===== src/rtl/prism_cfg_seq_if.sv =====
// Bundled host, table, sequencer and PRISM debug-port signals for prism_cfg_seq.
// The master side drives requests; the slave side is the sequencer.
interface prism_cfg_seq_if #(parameter int IW = 3);
  logic [5:0]  host_addr;
  logic [31:0] host_wdata;
  logic        host_wr;
  logic        tbl_we;
  logic [IW-1:0] tbl_idx;
  logic [5:0]  tbl_addr;
  logic [31:0] tbl_data;
  logic        start;
  logic [IW:0] count;
  logic        abort;
  logic [5:0]  dbg_addr;
  logic [31:0] dbg_wdata;
  logic        dbg_wr;
  logic        fsm_reset;
  logic        fsm_enable;
  logic        busy;
  logic        done;
  logic        err;
  logic        stall;

  modport master (
    output host_addr, host_wdata, host_wr, tbl_we, tbl_idx, tbl_addr, tbl_data,
           start, count, abort,
    input  dbg_addr, dbg_wdata, dbg_wr, fsm_reset, fsm_enable, busy, done, err, stall
  );
  modport slave (
    input  host_addr, host_wdata, host_wr, tbl_we, tbl_idx, tbl_addr, tbl_data,
           start, count, abort,
    output dbg_addr, dbg_wdata, dbg_wr, fsm_reset, fsm_enable, busy, done, err, stall
  );
endinterface


===== src/rtl/prism_cfg_seq.sv =====
// PRISM configuration sequencer: halts the FSM, streams staged (addr,data) entries
// onto the shared debug write port, then re-enables it. Host writes always win the port.
module prism_cfg_seq #(
  parameter int DEPTH = 8,
  parameter int IW    = $clog2(DEPTH)
) (
  input  logic clk,
  input  logic rst,
  prism_cfg_seq_if.slave bus
);
  typedef enum logic [1:0] {IDLE, HALT, LOAD, RELEASE} state_t;

  localparam int          NE      = 1 << IW;
  localparam logic [IW:0] DEPTH_C = (IW+1)'(DEPTH);

  logic [5:0]  tbl_a [NE];
  logic [31:0] tbl_d [NE];

  state_t        state_q, state_d;
  logic [IW-1:0] idx_q, idx_d;
  logic [IW:0]   cnt_q, cnt_d;
  logic          fr_q, fr_d, fe_q, fe_d, err_q, err_d;
  logic          seq_wr, last, cnt_ok;

  // Table has no reset; writes only land while idle.
  always_ff @(posedge clk) begin
    if (bus.tbl_we && state_q == IDLE && {1'b0, bus.tbl_idx} < DEPTH_C) begin
      tbl_a[bus.tbl_idx] <= bus.tbl_addr;
      tbl_d[bus.tbl_idx] <= bus.tbl_data;
    end
  end

  always_ff @(posedge clk) begin
    if (rst) begin
      state_q <= IDLE;
      idx_q   <= '0;
      cnt_q   <= '0;
      fr_q    <= 1'b0;
      fe_q    <= 1'b0;
      err_q   <= 1'b0;
    end else begin
      state_q <= state_d;
      idx_q   <= idx_d;
      cnt_q   <= cnt_d;
      fr_q    <= fr_d;
      fe_q    <= fe_d;
      err_q   <= err_d;
    end
  end

  assign cnt_ok = (bus.count != '0) && (bus.count <= DEPTH_C);
  assign last   = ({1'b0, idx_q} == cnt_q - (IW+1)'(1));

  always_comb begin
    state_d = state_q;
    idx_d   = idx_q;
    cnt_d   = cnt_q;
    fr_d    = fr_q;
    fe_d    = fe_q;
    err_d   = 1'b0;
    seq_wr  = 1'b0;
    if (bus.tbl_we && state_q != IDLE) err_d = 1'b1;
    if (state_q == IDLE) begin
      if (!bus.abort && bus.start) begin
        if (cnt_ok) begin
          state_d = HALT;
          cnt_d   = bus.count;
          idx_d   = '0;
          fr_d    = 1'b1;
          fe_d    = 1'b0;
        end else begin
          err_d = 1'b1;
        end
      end
    end else if (bus.abort) begin
      // Leave PRISM held in reset; nothing further reaches the port.
      state_d = IDLE;
      fr_d    = 1'b1;
      fe_d    = 1'b0;
    end else begin
      if (bus.start) err_d = 1'b1;
      case (state_q)
        HALT: state_d = LOAD;
        LOAD: begin
          if (!bus.host_wr) begin
            seq_wr = 1'b1;
            idx_d  = idx_q + 1'b1;
            if (last) begin
              state_d = RELEASE;
              fr_d    = 1'b0;
              fe_d    = 1'b1;
            end
          end
        end
        default: state_d = IDLE;
      endcase
    end
  end

  assign bus.dbg_wr     = bus.host_wr | seq_wr;
  assign bus.dbg_addr   = bus.host_wr ? bus.host_addr  : tbl_a[idx_q];
  assign bus.dbg_wdata  = bus.host_wr ? bus.host_wdata : tbl_d[idx_q];
  assign bus.fsm_reset  = fr_q;
  assign bus.fsm_enable = fe_q;
  assign bus.busy       = (state_q != IDLE);
  assign bus.done       = (state_q == RELEASE);
  assign bus.err        = err_q;
  assign bus.stall      = (state_q == LOAD) && bus.host_wr && !bus.abort;
endmodule


===== src/flat_wrapper.sv =====
// flat-port wrapper written by rule: the top's interface ports become plain ports
module prism_cfg_seq_flat 
#(
  parameter int DEPTH = 8,
  parameter int IW    = $clog2(DEPTH)
)
  (clk, rst, bus_host_addr, bus_host_wdata, bus_host_wr, bus_tbl_we, bus_tbl_idx, bus_tbl_addr, bus_tbl_data, bus_start, bus_count, bus_abort, bus_dbg_addr, bus_dbg_wdata, bus_dbg_wr, bus_fsm_reset, bus_fsm_enable, bus_busy, bus_done, bus_err, bus_stall);
  prism_cfg_seq_if #(.IW(IW)) bus_i ();
  input  logic clk;
  input  logic rst;
  input wire logic [$bits(bus_i.host_addr)-1:0] bus_host_addr;
  input wire logic [$bits(bus_i.host_wdata)-1:0] bus_host_wdata;
  input wire logic [$bits(bus_i.host_wr)-1:0] bus_host_wr;
  input wire logic [$bits(bus_i.tbl_we)-1:0] bus_tbl_we;
  input wire logic [$bits(bus_i.tbl_idx)-1:0] bus_tbl_idx;
  input wire logic [$bits(bus_i.tbl_addr)-1:0] bus_tbl_addr;
  input wire logic [$bits(bus_i.tbl_data)-1:0] bus_tbl_data;
  input wire logic [$bits(bus_i.start)-1:0] bus_start;
  input wire logic [$bits(bus_i.count)-1:0] bus_count;
  input wire logic [$bits(bus_i.abort)-1:0] bus_abort;
  output wire logic [$bits(bus_i.dbg_addr)-1:0] bus_dbg_addr;
  output wire logic [$bits(bus_i.dbg_wdata)-1:0] bus_dbg_wdata;
  output wire logic [$bits(bus_i.dbg_wr)-1:0] bus_dbg_wr;
  output wire logic [$bits(bus_i.fsm_reset)-1:0] bus_fsm_reset;
  output wire logic [$bits(bus_i.fsm_enable)-1:0] bus_fsm_enable;
  output wire logic [$bits(bus_i.busy)-1:0] bus_busy;
  output wire logic [$bits(bus_i.done)-1:0] bus_done;
  output wire logic [$bits(bus_i.err)-1:0] bus_err;
  output wire logic [$bits(bus_i.stall)-1:0] bus_stall;
  assign bus_i.host_addr = bus_host_addr;
  assign bus_i.host_wdata = bus_host_wdata;
  assign bus_i.host_wr = bus_host_wr;
  assign bus_i.tbl_we = bus_tbl_we;
  assign bus_i.tbl_idx = bus_tbl_idx;
  assign bus_i.tbl_addr = bus_tbl_addr;
  assign bus_i.tbl_data = bus_tbl_data;
  assign bus_i.start = bus_start;
  assign bus_i.count = bus_count;
  assign bus_i.abort = bus_abort;
  assign bus_dbg_addr = bus_i.dbg_addr;
  assign bus_dbg_wdata = bus_i.dbg_wdata;
  assign bus_dbg_wr = bus_i.dbg_wr;
  assign bus_fsm_reset = bus_i.fsm_reset;
  assign bus_fsm_enable = bus_i.fsm_enable;
  assign bus_busy = bus_i.busy;
  assign bus_done = bus_i.done;
  assign bus_err = bus_i.err;
  assign bus_stall = bus_i.stall;
  prism_cfg_seq #(.DEPTH(DEPTH), .IW(IW)) u_core (.clk(clk), .rst(rst), .bus(bus_i));
endmodule

===== config.mk =====
export PLATFORM = sky130hd
export DESIGN_NAME = prism_cfg_seq_flat
export DESIGN_NICKNAME = d
export VERILOG_FILES = /design/src/rtl/prism_cfg_seq_if.sv /design/src/rtl/prism_cfg_seq.sv /design/src/flat_wrapper.sv
export SDC_FILE = /design/constraint.sdc
export NUM_CORES = 1
export LEC_CHECK = 0
export ABC_CLOCK_PERIOD_IN_PS = 5800
export CORE_AREA = 8 8 200 202
export DETAILED_ROUTE_END_ITERATION = 8
export DIE_AREA = 0 0 208 210
export GPL_TIMING_DRIVEN = 0
export SYNTH_ARGS = -nofsm -noshare
export SYNTH_HDL_FRONTEND = slang
export SYNTH_SLANG_ARGS = --single-unit

===== constraint.sdc =====
create_clock -name clk -period 5.8 [get_ports clk]
set_input_delay 1.16 -clock clk [delete_from_list [all_inputs] [get_ports clk]]
set_output_delay 1.16 -clock clk [all_outputs]
set_load 0.005 [all_outputs]

### Word level (Yosys, flattened, before mapping)

Memories as Yosys holds them, arrays and structs flattened. A register that Yosys moved wholly into a read port is not among the register bits.
Index checks and enable logic that the tools add are counted.

* bits in registers: 12
* bits in writable memories: 304
* input bits: 89
* output and inout port bits: 45
* word-level logic and storage cells: 85
* memories kept: 2

Memory list
* u_core.tbl_d: words 8, bits a word 32, read ports 1, clocked after Yosys merged registers in 1, write ports 1, line prism_cfg_seq.sv:17 `logic [31:0] tbl_d [NE];`
* u_core.tbl_a: words 8, bits a word 6, read ports 1, clocked after Yosys merged registers in 1, write ports 1, line prism_cfg_seq.sv:16 `logic [5:0] tbl_a [NE];`

* add/subtract/negate cells: 2
* magnitude comparators: 1
* eq/ne operators: 11
* mux-type cells: 45
* bitwise operators: 1
* reduce and logical (&&, ||, !) cells: 17

Operator list (count)
* 2-to-1 mux 32 bit: 1
* 2-to-1 mux 3 bit: 10
* 2-to-1 mux 1 bit: 26
* 2-to-1 mux 2 bit: 6
* AND reduction 5 bit: 2
* logical AND 1 bit: 6
* 2-to-1 mux 6 bit: 1
* inequality test 2 x 1 -> 1 bit (second input constant): 3
* nonzero test 3 bit: 2
* == test 2 bit (second input constant): 2
* == test 3 x 4 -> 1 bit: 1
* less-or-equal comparator 4 bit (second input constant): 1
* inequality test 4 x 2 -> 1 bit (second input constant): 1
* inequality test 4 x 3 -> 1 bit (second input constant): 1
* one-hot mux 2 bit (2 select lines): 1
* AND reduction 4 bit: 1
* nonzero test 2 bit: 2
* nonzero test 4 bit: 1
* subtractor 4 x 1 -> 4 bit (second input constant): 1
* adder 3 x 1 -> 3 bit (second input constant): 1
* inequality test 3 x 1 -> 1 bit (second input constant): 1
* AND reduction 3 bit: 1
* == test 2 x 1 -> 1 bit (second input constant): 1
* zero test 2 bit: 1
* 3 further kinds: 3

### Longest topological paths before layout

Gate-level depths: netlist (run 1).

* word-level depth: 7
* depth in mapped cells: 7
* depth with buffers taken out: 7

### Worst setup path after synthesis (run 1)

No wires, ideal clock.

* path type: input -> register
* start point: in bus_tbl_idx[0]
* end point: mem u_core.tbl_a[4][0] (enable)
* data arrival time: 3.950 ns
* setup slack: 1.369 ns
* stages on the path: 2
* path through: nand2b_1 nor3_1

RTL lines
* start, declared: line flat_wrapper.sv:15 `input wire logic [$bits(bus_i.tbl_idx)-1:0] bus_tbl_idx;`
* end, declared: line prism_cfg_seq.sv:16

No word-level cell before the write port.

### Worst setup path after layout (run 1)

* start point: in bus_host_wr
* end point: out bus_dbg_addr[3]

* longest elaborated chain between the ends: 1

Ends and longest elaborated chain
* start, declared: line flat_wrapper.sv:13 `input wire logic [$bits(bus_i.host_wr)-1:0] bus_host_wr;`
* 2-to-1 mux 6 bit: line prism_cfg_seq.sv:101 `assign bus.dbg_addr = bus.host_wr ? bus.host_addr : tbl_a[idx_q];`
* end, declared: line flat_wrapper.sv:21 `output wire logic [$bits(bus_i.dbg_addr)-1:0] bus_dbg_addr;`

Every way passes these cells.

==> results of run 1 <==
-- power by group --
group	switching, W	internal [W]
combinational	0.000134	0.000135
sequential	0.0000113	0.00258
clock	0.000833	0.00115
-- metal layers --
| metal | part of all wire (%) | global-route usage (%) | wire [µm] | up-vias |
|---|---|---|---|---|
| li1 | - | - | - | 2918 |
| met1 | 44 | 16.6 | 12600 | 3193 |
| met2 | 49 | 21.7 | 13900 | 135 |
| met3 | 4.6 | 2.78 | 1290 | 46 |
| met4 | 1.9 | 3.45 | 532 | 6 |
| met5 | 0.13 | 0 | 36 | - |
-- logic make-up (layout without fill, tap and decap cells) --
logic type | Yosys count | count (layout) | share of synthesized area, %
flip-flops | 319 | 319 | 74.5
buffers and inverters | 38 | 248 | 2.03
adder cells (fa/ha/maj) | 6 | 6 | 0.593
multiplexers | 119 | 119 | 17.1
XOR/XNOR | 4 | 4 | 0.277
AO/OA/AOI/OAI | 55 | 55 | 2.58
AND/OR/NAND/NOR | 80 | 80 | 2.97
-- critical path, delay by kind of cell --
kind,cells,cell delay (ps)
buffers and inverters,4,1940
AOI/OAI and AO/OA,1,120
and+or+nand+nor,1,100
-- flip-flops by register name, indices dropped and copies added, names as in the netlist, named ones only --
signal and cells:
u_core.bus.fsm_reset 1, u_core.tbl_a 48, u_core.idx_q 3, u_core.state_q 2, u_core.tbl_d 256, u_core.bus.fsm_enable 1, u_core.cnt_q 4, u_core.bus.err 1
-- final cells by class --
class	instances	area share, %
Buffer	31	1.44
Timing Repair Buffer	150	10.3
Sequential cell	319	59.0
Clock inverter	19	0.744
Clock buffer	41	5.62
Inverter	7	0.164
Multi-Input combinational cell	264	19.0
Tap cell	474	3.71
-- cell usage in the layout, fill, tap and decap left out, drive strengths merged --
master         count
a211oi             2
a21o               1
a21oi              4
a221oi             1
a311o              1
a32oi              1
and3b              1
buf               37
bufinv             1
clkbuf            53
clkdlybuf4s50    132
clkinv            15
clkinvlp           3
dfxtp             15
edfxtp           304
ha                 6
inv                7
mux2i             43
mux4              76
nand2             43
nand2b             3
nand3              4
nand3b             3
nor2              15
nor2b              1
nor3               3
nor4               1
o211ai             1
o21ai             42
o31a               2
or2                1
or3                1
or3b               3
or4b               1
xnor2              2
xor2               2
-- stage by stage --
| step | util (%) | setup TNS [ps] | setup slack [ps] | hold WS [ps] |
|---|---|---|---|---|
| 2_1_floorplan | - | 0 | 1370 | 455 |
| 3_3_place_gp | 39.4 | -157730 | -2120 | 464 |
| 3_5_place_dp | 40.5 | 0 | 1150 | 470 |
| 4_1_cts | 43.2 | 0 | 1140 | 478 |
| 5_1_grt | 43.2 | 0 | 1010 | 495 |
| 6_report | 43.2 | 0 | 1300 | 473 |
-- cell usage after synthesis (all sizes together) --
| master | n | share of area [%] |
|---|---|---|
| edfxtp | 304 | 72 |
| mux4 | 76 | 14 |
| mux2i | 43 | 3.4 |
| nand2 | 43 | 1.3 |
| o21ai | 42 | 1.7 |
| buf | 19 | 1.4 |
| dfxtp | 15 | 2.4 |
| nor2 | 15 | 0.46 |
| clkbuf | 12 | 0.44 |
| ha | 6 | 0.59 |
| inv | 6 | 0.18 |
| a21oi | 4 | 0.25 |
| nand3 | 4 | 0.20 |
| nand2b | 3 | 0.15 |
| nand3b | 3 | 0.18 |
| nor3 | 3 | 0.12 |
| or3b | 3 | 0.25 |
| a211oi | 2 | 0.16 |
| o31a | 2 | 0.14 |
| xnor2 | 2 | 0.14 |
| xor2 | 2 | 0.14 |
| a21o | 1 | 0.059 |
| a221oi | 1 | 0.069 |
| a311o | 1 | 0.079 |
| a32oi | 1 | 0.069 |
| and3b | 1 | 0.069 |
| clkinv | 1 | 0.030 |
| nor2b | 1 | 0.049 |
| nor4 | 1 | 0.049 |
| o211ai | 1 | 0.099 |
| or2 | 1 | 0.049 |
| or3 | 1 | 0.049 |
| or4b | 1 | 0.079 |
-- worst paths after layout --
kind                          endpoint  slack [ps]  cells after the start
setup / recovery       bus_dbg_addr[3]        1300                      6
hold / removal    u_core.bus.fsm_reset         470                      2
setup reg to reg   u_core.tbl_d[4][22]        3240                      6
hold reg to reg   u_core.bus.fsm_reset         470                      2
==> flow_summary.json, run 1 <==
{
  "via_per_inst": 4.83,
  "place_hpwl_um": 19000,
  "cts_repair_resize_count": 0,
  "die_h_um": 210,
  "cap_viol_max_count": 0,
  "hold_start": "u_core.bus.fsm_reset",
  "layout-drive-gt1-share_pct": 20.0,
  "slowest_delay_ps": 590,
  "min_period_ps": 4500,
  "final_hold_viol_count": 0,
  "timing.rr.start": "u_core.state_q[0]",
  "cts_buffers": 34,
  "postPlaceCellArea_mm2": 0.0150,
  "clkLatencyLatePin_ps": 500,
  "cts.root.buffer_cell": "clkbuf_16",
  "clock.fmax_mhz": 222,
  "io_buffers": 132,
  "gp_congestion": 0.694,
  "finalPower_w": 0.00484,
  "p_per_area_mw_per_mm2": 303,
  "cts_tree": "yes",
  "multi_input_area_mm2": 0.00303,
  "synth_warnings": 0,
  "setup_viol": 0,
  "ys_seq_elements": 319,
  "hold_buffers": 0,
  "worstSetupPathType": "in2out",
  "hp-class": "reg2reg",
  "place_inst": 1245,
  "leakagePower_nw": 4.97,
  "crit_chain": "clkbuf_1, buf_2, clkbuf_1, nand2_1, o21ai_1, clkdlybuf4s50_1",
  "rows": 71,
  "cp_max_fo": 10,
  "grt_pass1_vias": 6764,
  "die-area_mm2": 0.0437,
  "track_usage_pct": 12.8,
  "dr.pass1.iters": 6,
  "antenna_found_initial": 3,
  "cp.required_ps": 4640,
  "nets": 902,
  "start_util_pct": 34.3,
  "slew_viol_final": 0,
  "core_mm2": 0.0370,
  "crit_top_cell": "clkbuf_1",
  "endpoint_kind": "output pin",
  "initialDrtViolationCount": 285,
  "syn_inst": 621,
  "synth_nets": 716,
  "rsz0062_at_grt": "false",
  "min_period_over_period_pct": 77.5,
  "outcome": "completed",
  "wire_per_inst_um": 21.7,
  "synth.distinct_cells": 45,
  "via_count": 6298,
  "grt_max_degree": 25,
  "post_cts_buffers": 0,
  "worstPathArrival_ps": 3340,
  "fp.dieW_um": 208,
  "syn2layout_area_growth_pct": 26.2,
  "ir_drop_v": 0.000147,
  "crit_start": "bus_host_wr",
  "nFillCells": 3259,
  "tightest_slew_ps": 1000,
  "grt_pass1_wl_um": 42400,
  "ff_latch_area_mm2": 0.00943,
  "postRouteAntennaNets": 0,
  "synth_seq_area_share_pct": 74.5,
  "slew_headroom_pct": 33.3,
  "synth_area_mm2": 0.0127,
  "worstSetupStartpointType": "input pin",
  "skew_ps": 14.5,
  "drc": 0,
  "ioPinCount": 134,
  "fin_area_mm2": 0.0160,
  "gr-total-overflow": 0,
  "htree_levels": 2,
  "slowest_stage": "clkbuf_1",
  "path_clk_slew_ps": 60,
  "routed_wl_um": 28300,
  "cts.sinks": 319,
  "stdcell_count": 1305,
  "n_antenna_cell": 0,
  "cts.path.max_buffers": 3,
  "avgSynthCellArea_um2": 20.4
}
No activity file was read; power rests on OpenSTA's default activity.
==> run 2, diff against run 1 <==
--- a/config.mk
+++ b/config.mk
@@ -5,7 +5,7 @@
 export SDC_FILE = /design/constraint.sdc
 export NUM_CORES = 1
 export LEC_CHECK = 0
-export ABC_CLOCK_PERIOD_IN_PS = 5800
+export ABC_CLOCK_PERIOD_IN_PS = 4350
 export CORE_AREA = 8 8 200 202
 export DETAILED_ROUTE_END_ITERATION = 8
 export DIE_AREA = 0 0 208 210
==> constraint.sdc (replaced) <==
create_clock -name clk -period 4.35 [get_ports clk]
set_input_delay 0.87 -clock clk [delete_from_list [all_inputs] [get_ports clk]]
set_output_delay 0.87 -clock clk [all_outputs]
set_load 0.005 [all_outputs]
==> results of run 2 <==
The final DEF is identical to that of run 1. Status: completed.
Main changes from that run: setup slack after placement 1150 ps -> 282 ps; setup slack after layout 1300 ps -> 434 ps; register-to-register setup slack 3240 ps -> 1790 ps; total power 0.00484 W -> 0.00645 W; worst IR drop on VDD 0.000147 V -> 0.000197 V
